[config.mk]
export PLATFORM = sky130hd
export DESIGN_NAME = pipe_addsub
export DESIGN_NICKNAME = d
export VERILOG_FILES = /design/src/rtl/pipe_addsub.sv
export SDC_FILE = /design/constraint.sdc
export NUM_CORES = 1
export LEC_CHECK = 0
export ABC_AREA = 1
export BUFFER_PORTS_ARGS = -buffer_cell sky130_fd_sc_hd__buf_2
export CAP_MARGIN = 40
export CORE_MARGIN = 3
export CORE_UTILIZATION = 62
export DETAILED_ROUTE_END_ITERATION = 7
export GPL_ROUTABILITY_DRIVEN = 0
export GPL_TIMING_DRIVEN = 0
export PLACE_DENSITY = 0.85
export SYNTH_ARGS = -nofsm -noshare
export SYNTH_HDL_FRONTEND = slang
export SYNTH_SLANG_ARGS = --single-unit
[constraint.sdc]
create_clock -name clk -period 8.8 [get_ports clk]
set_clock_uncertainty 0.05 [all_clocks]
set_input_delay 0 -clock clk [delete_from_list [all_inputs] [get_ports clk]]
set_output_delay 0 -clock clk [all_outputs]
set_load 0.01 [all_outputs]
[src/rtl/pipe_addsub.sv]
// pipe_addsub: adder/subtractor whose carry chain is cut into SEG-bit segments,
// one segment resolved per registered stage, with optional signed saturation.
module pipe_addsub #(
  parameter int WIDTH = 16,
  parameter int SEG   = 4
) (
  input  logic             clk,
  input  logic             rst,
  input  logic             in_valid,
  output logic             in_ready,
  input  logic [WIDTH-1:0] a,
  input  logic [WIDTH-1:0] b,
  input  logic             cin,
  input  logic             sub,
  input  logic             sat,
  output logic             out_valid,
  input  logic             out_ready,
  output logic [WIDTH-1:0] f,
  output logic             cout,
  output logic             ovf,
  output logic             zero,
  output logic             neg
);
  localparam int NSEG = WIDTH / SEG;

  // Handshake: a beat transfers on a rising edge where valid & ready are both high.
  // The whole pipe moves together whenever the output slot is empty or being drained,
  // so in_ready depends only on the output side and never on in_valid.
  logic advance;
  assign advance  = ~out_valid | out_ready;
  assign in_ready = advance;

  for (genvar k = 0; k < NSEG; k++) begin : stg
    localparam int LO = k * SEG;     // bits already summed before this stage
    localparam int UP = WIDTH - LO;  // operand bits still to be summed, incl. this segment

    logic              v_in, c_in, sub_in, sat_in;
    logic [UP-1:0]     a_in, b_in;
    logic [SEG-1:0]    b_seg;
    logic [SEG:0]      seg_sum;
    logic [LO+SEG-1:0] p_all;

    assign b_seg   = b_in[SEG-1:0] ^ {SEG{sub_in}};
    assign seg_sum = {1'b0, a_in[SEG-1:0]} + {1'b0, b_seg} + {{SEG{1'b0}}, c_in};

    if (k == 0) begin : g_src
      assign v_in   = in_valid;
      assign c_in   = cin;
      assign sub_in = sub;
      assign sat_in = sat;
      assign a_in   = a;
      assign b_in   = b;
      assign p_all  = seg_sum[SEG-1:0];
    end else begin : g_src
      assign v_in   = stg[k-1].g_reg.v_q;
      assign c_in   = stg[k-1].g_reg.c_q;
      assign sub_in = stg[k-1].g_reg.sub_q;
      assign sat_in = stg[k-1].g_reg.sat_q;
      assign a_in   = stg[k-1].g_reg.a_q;
      assign b_in   = stg[k-1].g_reg.b_q;
      assign p_all  = {seg_sum[SEG-1:0], stg[k-1].g_reg.p_q};
    end

    if (k < NSEG - 1) begin : g_reg
      logic              v_q, c_q, sub_q, sat_q;
      logic [UP-SEG-1:0] a_q, b_q;  // skewed operand bits not yet summed
      logic [LO+SEG-1:0] p_q;       // low result bits finished so far

      always_ff @(posedge clk or posedge rst) begin
        if (rst) begin
          v_q   <= 1'b0;
          c_q   <= 1'b0;
          sub_q <= 1'b0;
          sat_q <= 1'b0;
          a_q   <= '0;
          b_q   <= '0;
          p_q   <= '0;
        end else if (advance) begin
          v_q   <= v_in;
          c_q   <= seg_sum[SEG];
          sub_q <= sub_in;
          sat_q <= sat_in;
          a_q   <= a_in[UP-1:SEG];
          b_q   <= b_in[UP-1:SEG];
          p_q   <= p_all;
        end
      end
    end else begin : g_last
      logic             c_msb, ovf_raw;
      logic [WIDTH-1:0] f_sat;

      // Overflow is the carry into the MSB disagreeing with the carry out of it.
      always_comb begin
        c_msb   = a_in[SEG-1] ^ b_seg[SEG-1] ^ seg_sum[SEG-1];
        ovf_raw = c_msb ^ seg_sum[SEG];
        f_sat   = p_all;
        if (sat_in && ovf_raw) begin
          f_sat = a_in[SEG-1] ? {1'b1, {(WIDTH-1){1'b0}}} : {1'b0, {(WIDTH-1){1'b1}}};
        end
      end

      always_ff @(posedge clk or posedge rst) begin
        if (rst) begin
          out_valid <= 1'b0;
          f         <= '0;
          cout      <= 1'b0;
          ovf       <= 1'b0;
          zero      <= 1'b0;
          neg       <= 1'b0;
        end else if (advance) begin
          out_valid <= v_in;
          f         <= f_sat;
          cout      <= seg_sum[SEG];
          ovf       <= ovf_raw;
          zero      <= (f_sat == '0);
          neg       <= f_sat[WIDTH-1];
        end
      end
    end
  end
endmodule

==> results.md, run 1 <==
- CP peak stage delay: 0.42 ns
- Vias post-DR: 3979
- Initial antenna violation count: 0
- All-Layer GR Usage: 27.7%
- Hold Vio Cnt, Final: 0
- EDFF count, synth: 0
- Relative slew slack: 60.7%
- Starting density of the core: 65.1%
- CTS root buffer: clkbuf_8
- FILL cells: 513
- Hold WC Path Type: in2reg
- Max-cap violations: 0
- Setup TNS: 0 ns
- Rows: 31
- Core area: 0.00737 sq mm
- Sequential share of the synthesized area: 54.2%
- Synth warnings: 0
- Io pins: around 60
- Fraction of layout cells with a size suffix above 1: between 10% and 20%
- Buffers on Ports: 59
- Mapped Nets: slightly below 600
- Die W: 94.0 um
- Setup violations, final: 0
- DR iter-0 viols: 235
- Die area: 0.00883 sq mm
- Antenna Nets Post-Route: 0
- Die height: 94.0 um
- Reg2Reg Depth: 14
- Post_cts resized: 0
- Maximum clock frequency: 0.374 GHz
- Critical path, cell by cell: clkbuf_1 -> xnor2_1 -> fa_1 -> inv_1 -> fa_1 -> nand3_1 -> nand3_1 -> nand2_1 -> nand3_2 -> a21oi_1 -> nand2_1 -> nor2_1 -> nand2_1 -> nand2_1
- Final WL: 11200 um
- Finished Core Util: 77.6%
- H-Tree Depth: 3
- P_leak: 2.96 nW
- Most common flop cell mapped by yosys: dfrtp_1
- Cell count after synthesis: 533
- CP Class: reg2reg
- Hold-fix buffer count after cts: 29
- Critical path fanouts, max: 10
- First-pass GRT wire length: 18900 um
- Avg WL per Cell: 15.2 um
- Worst VDD drop: between 150 and 200 uV
- Slew Limit Fails: 0
- Final std cells w/o fill: roughly 740
- 1st-pass router iterations: 5
- Async SR Flop Fraction: 100%
- Total Power: 2.22 mW
- Fin crit period: 2.67 ns
- WHS: approximately 0.0078 ns
- WP data required: 9.06 ns
- Mean Syn Cell Area: between 9 and 10 sq um
- CTS Sinks: 104
- Drc violations: 0
- Via-to-Cell Ratio: between 5 and 6
- Final HPWL DP: 7430 um
- Postcts setup bufs: 0
- Worst path slowest cell: fa_1
- Critical path arrival: 2.94 ns
- Sequential Area: 0.00260 sq mm
- Synth cell types: 32
- Syn-to-layout area delta: 19.2%
- Startpoint Class: flip-flop
- Status: complete, no violations
- Mapped Area: about 0.0048 sq mm
- Tightest Pin Transition: 0.589 ns
- RSZ-0062 raised after global routing: no
- Power Density: 388 mW/mm^2
- Seq cells post-synth: 104
- Cell count after placement: about 690
- Crit path top cell by count: nand2_1
- CTS tree: built
- Period utilisation layout: approximately 30%
- Inserted Clock Buffers: 9
- Worst-path clk slew: 0.10 ns
- Vias in the first global route: 4068
- GRT overflow: 0
- Multi-input logic area: around 0.0019 sq mm
- Clock Latency Late Sink: about 0.37 ns
- CP endpoint kind: flip-flop
- Final nets: 692
- Hold path depth: 4
- N_diodes: 0
- Clk buf depth: 2
- Largest net degree at the start of global routing: 68
-- logic make-up (layout without fill, tap and decap cells) --
kind of cell / Yosys count / in the layout / share of synthesized area (%)
xor+xnor: 20 / 20 / 3.65
fa+ha+maj: 20 / 20 / 6.46
compound gates: 72 / 72 / 8.92
simple gates: 249 / 249 / 20.8
flops: 104 / 104 / 54.2
buf+inv: 68 / 173 / 6.00
-- stage by stage --
stage	cell area (sq um)	setup WS, ns
after global routing	5720	5.98
after floorplan	4800	6.02
after global placement	5220	5.02
after detailed placement	5250	6.23
final	5720	6.13
after CTS	5720	6.19
-- cells in the mapped netlist (4+ instances only) --
master	count	area, sq um
nand3_1	4	20.0
buf_2	5	25.0
a21oi_1	11	55.1
ha_1	12	150
a21oi_2	9	78.8
o21ai_0	46	230
xor2_1	16	140
inv_1	39	146
dfrtp_1	104	2600
nor2_1	33	124
xnor2_1	4	35.0
clkbuf_1	18	67.6
fa_1	8	160
nand2_1	200	751
-- power by group --
| group | internal, mW | switching [mW] | total, mW |
|---|---|---|---|
| sequential | 0.692 | 0.123 | 0.815 |
| clock | 0.108 | 0.173 | 0.281 |
| combinational | 0.444 | 0.680 | 1.12 |
-- critical path, delay by kind of cell, from the launching register on --
family | cells | cell delay [ns]
and+or+nand+nor | 8 | 0.81
adders and majority gates | 2 | 0.64
buffers and inverters | 2 | 0.36
DFF | 1 | 0.35
AOI/OAI and AO/OA | 1 | 0.23
xor gates and xnor gates | 1 | 0.20
-- worst paths after layout --
| check | to | start | slack (ns) |
|---|---|---|---|
| max | zero$_DFFE_PP0P_ | stg[2].g_reg.sub_q$_DFFE_PP0P_ | 6.13 |
| min | f[0]$_DFFE_PP0P_ | out_ready | 0.008 |
| max reg2reg | zero$_DFFE_PP0P_ | stg[2].g_reg.sub_q$_DFFE_PP0P_ | 6.13 |
| min reg2reg | zero$_DFFE_PP0P_ | zero$_DFFE_PP0P_ | 0.43 |
| max in group asynchronous | stg[1].g_reg.b_q[2]$_DFFE_PP0P_ | rst | 7.90 |
| min in group asynchronous | zero$_DFFE_PP0P_ | rst | 0.15 |
-- routing by layer --
layer  vias to the layer above  part of all wire [%]  global-route usage [%]
met5                         -                     0                       0
met3                        26                   6.7                    4.97
met2                       186                    52                    47.8
li1                       1859                     -                       -
met4                         0                   1.6                    11.0
met1                      1908                    39                    34.7
-- flip-flops by register name, summed over array words and instances, names as in the netlist --
name / flops
stg.g_reg.a_q: 24
stg.g_reg.b_q: 24
stg.g_reg.p_q: 24
f: 16
stg.g_reg.c_q: 3
stg.g_reg.sat_q: 3
stg.g_reg.sub_q: 3
stg.g_reg.v_q: 3
cout: 1
out_valid: 1
ovf: 1
zero: 1
-- layout make-up --
class	count	area share, %
sequential	104	45.5
multi-input combinational	361	33.4
timing repair buffer	89	10.7
inverter	41	2.78
buffer	27	2.30
clock buffer	10	2.23
tap	99	2.17
clock inverter	6	0.941
-- placed cells by master (no fill, tap or decap), types with 4 or more instances in the layout --
master,Yosys,routed
nand2_1,200,200
dfrtp_1,104,104
buf_2,5,64
o21ai_0,46,46
inv_1,39,38
nor2_1,33,33
dlygate4sd3_1,0,29
clkbuf_1,18,19
xor2_1,16,16
ha_1,12,12
a21oi_1,11,11
a21oi_2,9,9
clkbuf_8,0,9
fa_1,8,8
nand3_1,4,4
xnor2_1,4,4
(Power assumes the default switching activity.)
==> run 2: changes to the inputs <==
Settings changed: CORE_UTILIZATION 62 to 58, PLACE_DENSITY 0.85 to 0.8.
Clock period 8.8 ns to 2.6 ns, I/O delays scaled along.
==> run 2 against run 1 <==
Global-route usage fell by 3.4 points. Sequential cell count did not move. Non-clock buffer count did not move. Critical endpoint unchanged. Largest power group unchanged.
==> results.md, run 2 (synthesized netlist as in run 1, its figures left out) <==
- Clock Latency Late Sink: 0.37 ns (about the same)
- Relative slew slack: 56.9% (was 60.7%)
- Worst-path clk slew: 0.10 ns (about the same)
- Vias post-DR: 3856 (was 3979)
- Antenna Nets Post-Route: 0 (unchanged)
- Clk pwr share: 15.6% (was 12.7%)
- Hold WC Path Type: in2reg (unchanged)
- Die height: 97.0 um (was 94.0 um)
- Die area: 0.00940 sq mm (was 0.00883 sq mm)
- Total Power: 7.72 mW (was 2.22 mW)
- Met3 Use GR: 4.61% (was 4.97%)
- Fraction of layout cells with a size suffix above 1: 16.8% (was 16.5%)
- Slew Limit Fails: 0 (unchanged)
- Syn-to-layout area delta: 21.1% (was 19.2%)
- Vias in the first global route: 3937 (was 4068)
- CTS tree: built (unchanged)
- DR iter-0 viols: 210 (was 235)
- Buffers on Ports: 59 (unchanged)
- Initial antenna violation count: 0 (unchanged)
- Worst path slowest cell: dfrtp_1 (was fa_1)
- Tightest Pin Transition: 0.647 ns (was 0.589 ns)
- Most common cell after layout, fill and taps aside: nand2_1 (unchanged)
- Crit path top cell by count: nand2_1 (unchanged)
- Power Density: 1330 mW/mm^2 (was 388 mW/mm^2)
- WP data required: 2.87 ns (was 9.06 ns)
- Post-place setup slack: 0.0712 ns (was 6.23 ns)
- M2 GR Usage: 41.1% (was 47.8%)
- Met1 Resource Use GR: 32.0% (was 34.7%)
- Period utilisation layout: 95.7% (was 30.4%)
- H-Tree Depth: 3 (unchanged)
- Hold Vio Cnt, Final: 0 (unchanged)
- Max-cap violations: 0 (unchanged)
- Avg WL per Cell: 14.7 um (was 15.2 um)
- Io pins: 61 (unchanged)
- Largest regs: stg.g_reg.a_q: 24 flops, stg.g_reg.b_q: 24 flops, stg.g_reg.p_q: 24 flops (unchanged)
- Maximum clock frequency: 0.402 GHz (was 0.374 GHz)
- Crit. Startpoint: stg[2].g_reg.sub_q$_DFFE_PP0P_ (unchanged)
- Hold Startpoint: a[3] (was out_ready)
- CTS root buffer: clkbuf_8 (unchanged)
- Clk buf depth: 2 (unchanged)
- N_diodes: 0 (unchanged)
- Startpoint Class: flip-flop (unchanged)
- Final WL: 10900 um (was 11200 um)
- GRT overflow: 0 (unchanged)
- 1st-pass router iterations: 4 (was 5)
- Final Cell Area: 0.00581 sq mm (was 0.00572 sq mm)
- Setup violations, final: 0 (unchanged)
- Worst VDD drop: 544 uV (was 156 uV)
- Power share of the combinational group: 48.5% (was 50.6%)
- Placed inst area: 0.00529 sq mm (was 0.00525 sq mm)
- Post_cts resized: 0 (unchanged)
- Postcts setup bufs: 0 (unchanged)
- P_int: 4.50 mW (was 1.24 mW)
- CP peak stage delay: 0.47 ns (was 0.42 ns)
- Critical path arrival: 2.75 ns (was 2.94 ns)
- Final WS setup: 0.111 ns (was 6.13 ns)
- CTS Sinks: 104 (unchanged)
- All-Layer GR Usage: 24.4% (was 27.7%)
- Register share of total power: 35.9% (was 36.7%)
- WHS: 0.00574 ns (was 0.00783 ns)
- Largest net degree at the start of global routing: 38 (was 68)
- Final HPWL DP: 7500 um (was 7430 um)
- Buf/Inv on CP: 1 (was 2)
- Drc violations: 0 (unchanged)
- CP Class: reg2reg (unchanged)
- Starting density of the core: 60.9% (was 65.1%)
- P_leak: 3.00 nW (was 2.96 nW)
- First-pass GRT wire length: 18500 um (was 18900 um)
- Final nets: 692 (unchanged)
- CP endpoint kind: flip-flop (unchanged)
- Sw frac: 41.7% (was 44.0%)
- GRT Max-Usage Layer: met2 (unchanged)
- Status: complete, no violations (unchanged)
- Critical path fanouts, max: 10 (unchanged)
- Most frequent cells in the layout: nand2_1, dfrtp_1, buf_2 (unchanged)
- Finished Core Util: 73.7% (was 77.6%)
- Rows: 32 (was 31)
- Die W: 97.0 um (was 94.0 um)
- Worst r2r src: stg[2].g_reg.sub_q$_DFFE_PP0P_ (unchanged)
- Inserted Clock Buffers: 9 (unchanged)
- Critical path, cell by cell: xnor2_1 -> fa_1 -> inv_1 -> fa_1 -> nand3_1 -> nand3_1 -> nand2_1 -> nand3_2 -> a21oi_2 -> nand2_1 -> nor2_1 -> nand2_1 -> nand2_1 (was clkbuf_1 -> xnor2_1 -> fa_1 -> inv_1 -> fa_1 -> nand3_1 -> nand3_1 -> nand2_1 -> nand3_2 -> a21oi_1 -> nand2_1 -> nor2_1 -> nand2_1 -> nand2_1)
- RSZ-0062 raised after global routing: yes (was no)
- Core area: 0.00789 sq mm (was 0.00737 sq mm)
- Sw Pwr: 3.22 mW (was 977 uW)
- Fin crit period: 2.49 ns (was 2.67 ns)
- Family with the most delay on the worst path: simple AND/OR/NAND/NOR gates (unchanged)
- Via-to-Cell Ratio: 5.22 (was 5.40)
==> run 2: cell count changes in the layout (fill, tap and decap cells not counted) <==
cell	before	now
clkbuf_8	9	10
clkinv_4	3	0
dlygate4sd3_1	29	28
bufinv_16	0	3
clkinv_2	0	1
inv_4	2	1
clkbuf_1	19	17
buf_12	1	3
inv_8	1	0
==> run 2: power by group through the flow <==
stage	logic, mW	registers, mW	clock network (mW)
6_report	3.74	2.77	1.21
5_1_grt	4.24	2.85	1.29
4_1_cts	3.76	2.75	1.21
3_5_place_dp	3.68	2.78	0
3_3_place_gp	3.50	2.75	0
2_1_floorplan	2.71	2.76	0
==> run 2: through the flow <==
| stage | std cells | TNS [ns] |
|---|---|---|
| after global placement | 694 | 0 |
| after detailed placement | 697 | 0 |
| final | 739 | 0 |
| after CTS | 740 | 0 |
| after global routing | 739 | -0.0169 |
| after floorplan | 533 | 0 |
==> run 2: layout make-up <==
type	count	area, sq um
sequential	104	2600
fill	573	2080
multi-input combinational	361	1910
timing repair buffer	90	643
inverter	41	160
clock buffer	10	138
buffer	26	128
tap	102	128
clock inverter	5	104
==> run 2: worst paths after layout <==
check	to	slack, ns	cells after the start
worst max-delay path	zero$_DFFE_PP0P_	0.11	13
min in group asynchronous	cout$_DFFE_PP0P_	0.14	3
worst min-delay path	stg[0].g_reg.c_q$_DFFE_PP0P_	0.006	4
worst max register to register	zero$_DFFE_PP0P_	0.11	13
worst min register to register	out_valid$_DFFE_PP0P_	0.42	1
max in group asynchronous	stg[1].g_reg.a_q[3]$_DFFE_PP0P_	1.64	5
==> run 2: worst register-to-register path: stages, from the launching register on <==
cell and delay (ns):
dfrtp_1 0.47, xnor2_1 0.21, fa_1 0.20, inv_1 0.07, fa_1 0.43, nand3_1 0.12
nand3_1 0.07, nand2_1 0.11, nand3_2 0.20, a21oi_2 0.22, nand2_1 0.08, nor2_1 0.11
nand2_1 0.07, nand2_1 0.05
==> run 2: metal layers <==
| layer | vias up | share of wire [%] |
|---|---|---|
| met3 | 15 | 4.7 |
| li1 | 1849 | - |
| met2 | 133 | 50 |
| met1 | 1859 | 44 |
| met4 | 0 | 1.4 |
| met5 | - | 0 |
==> run 2: timing repair <==
item                       CTS  global route
setup endpoints to repair    0            12
hold buffers                28             0
hold endpoints to repair    94             0
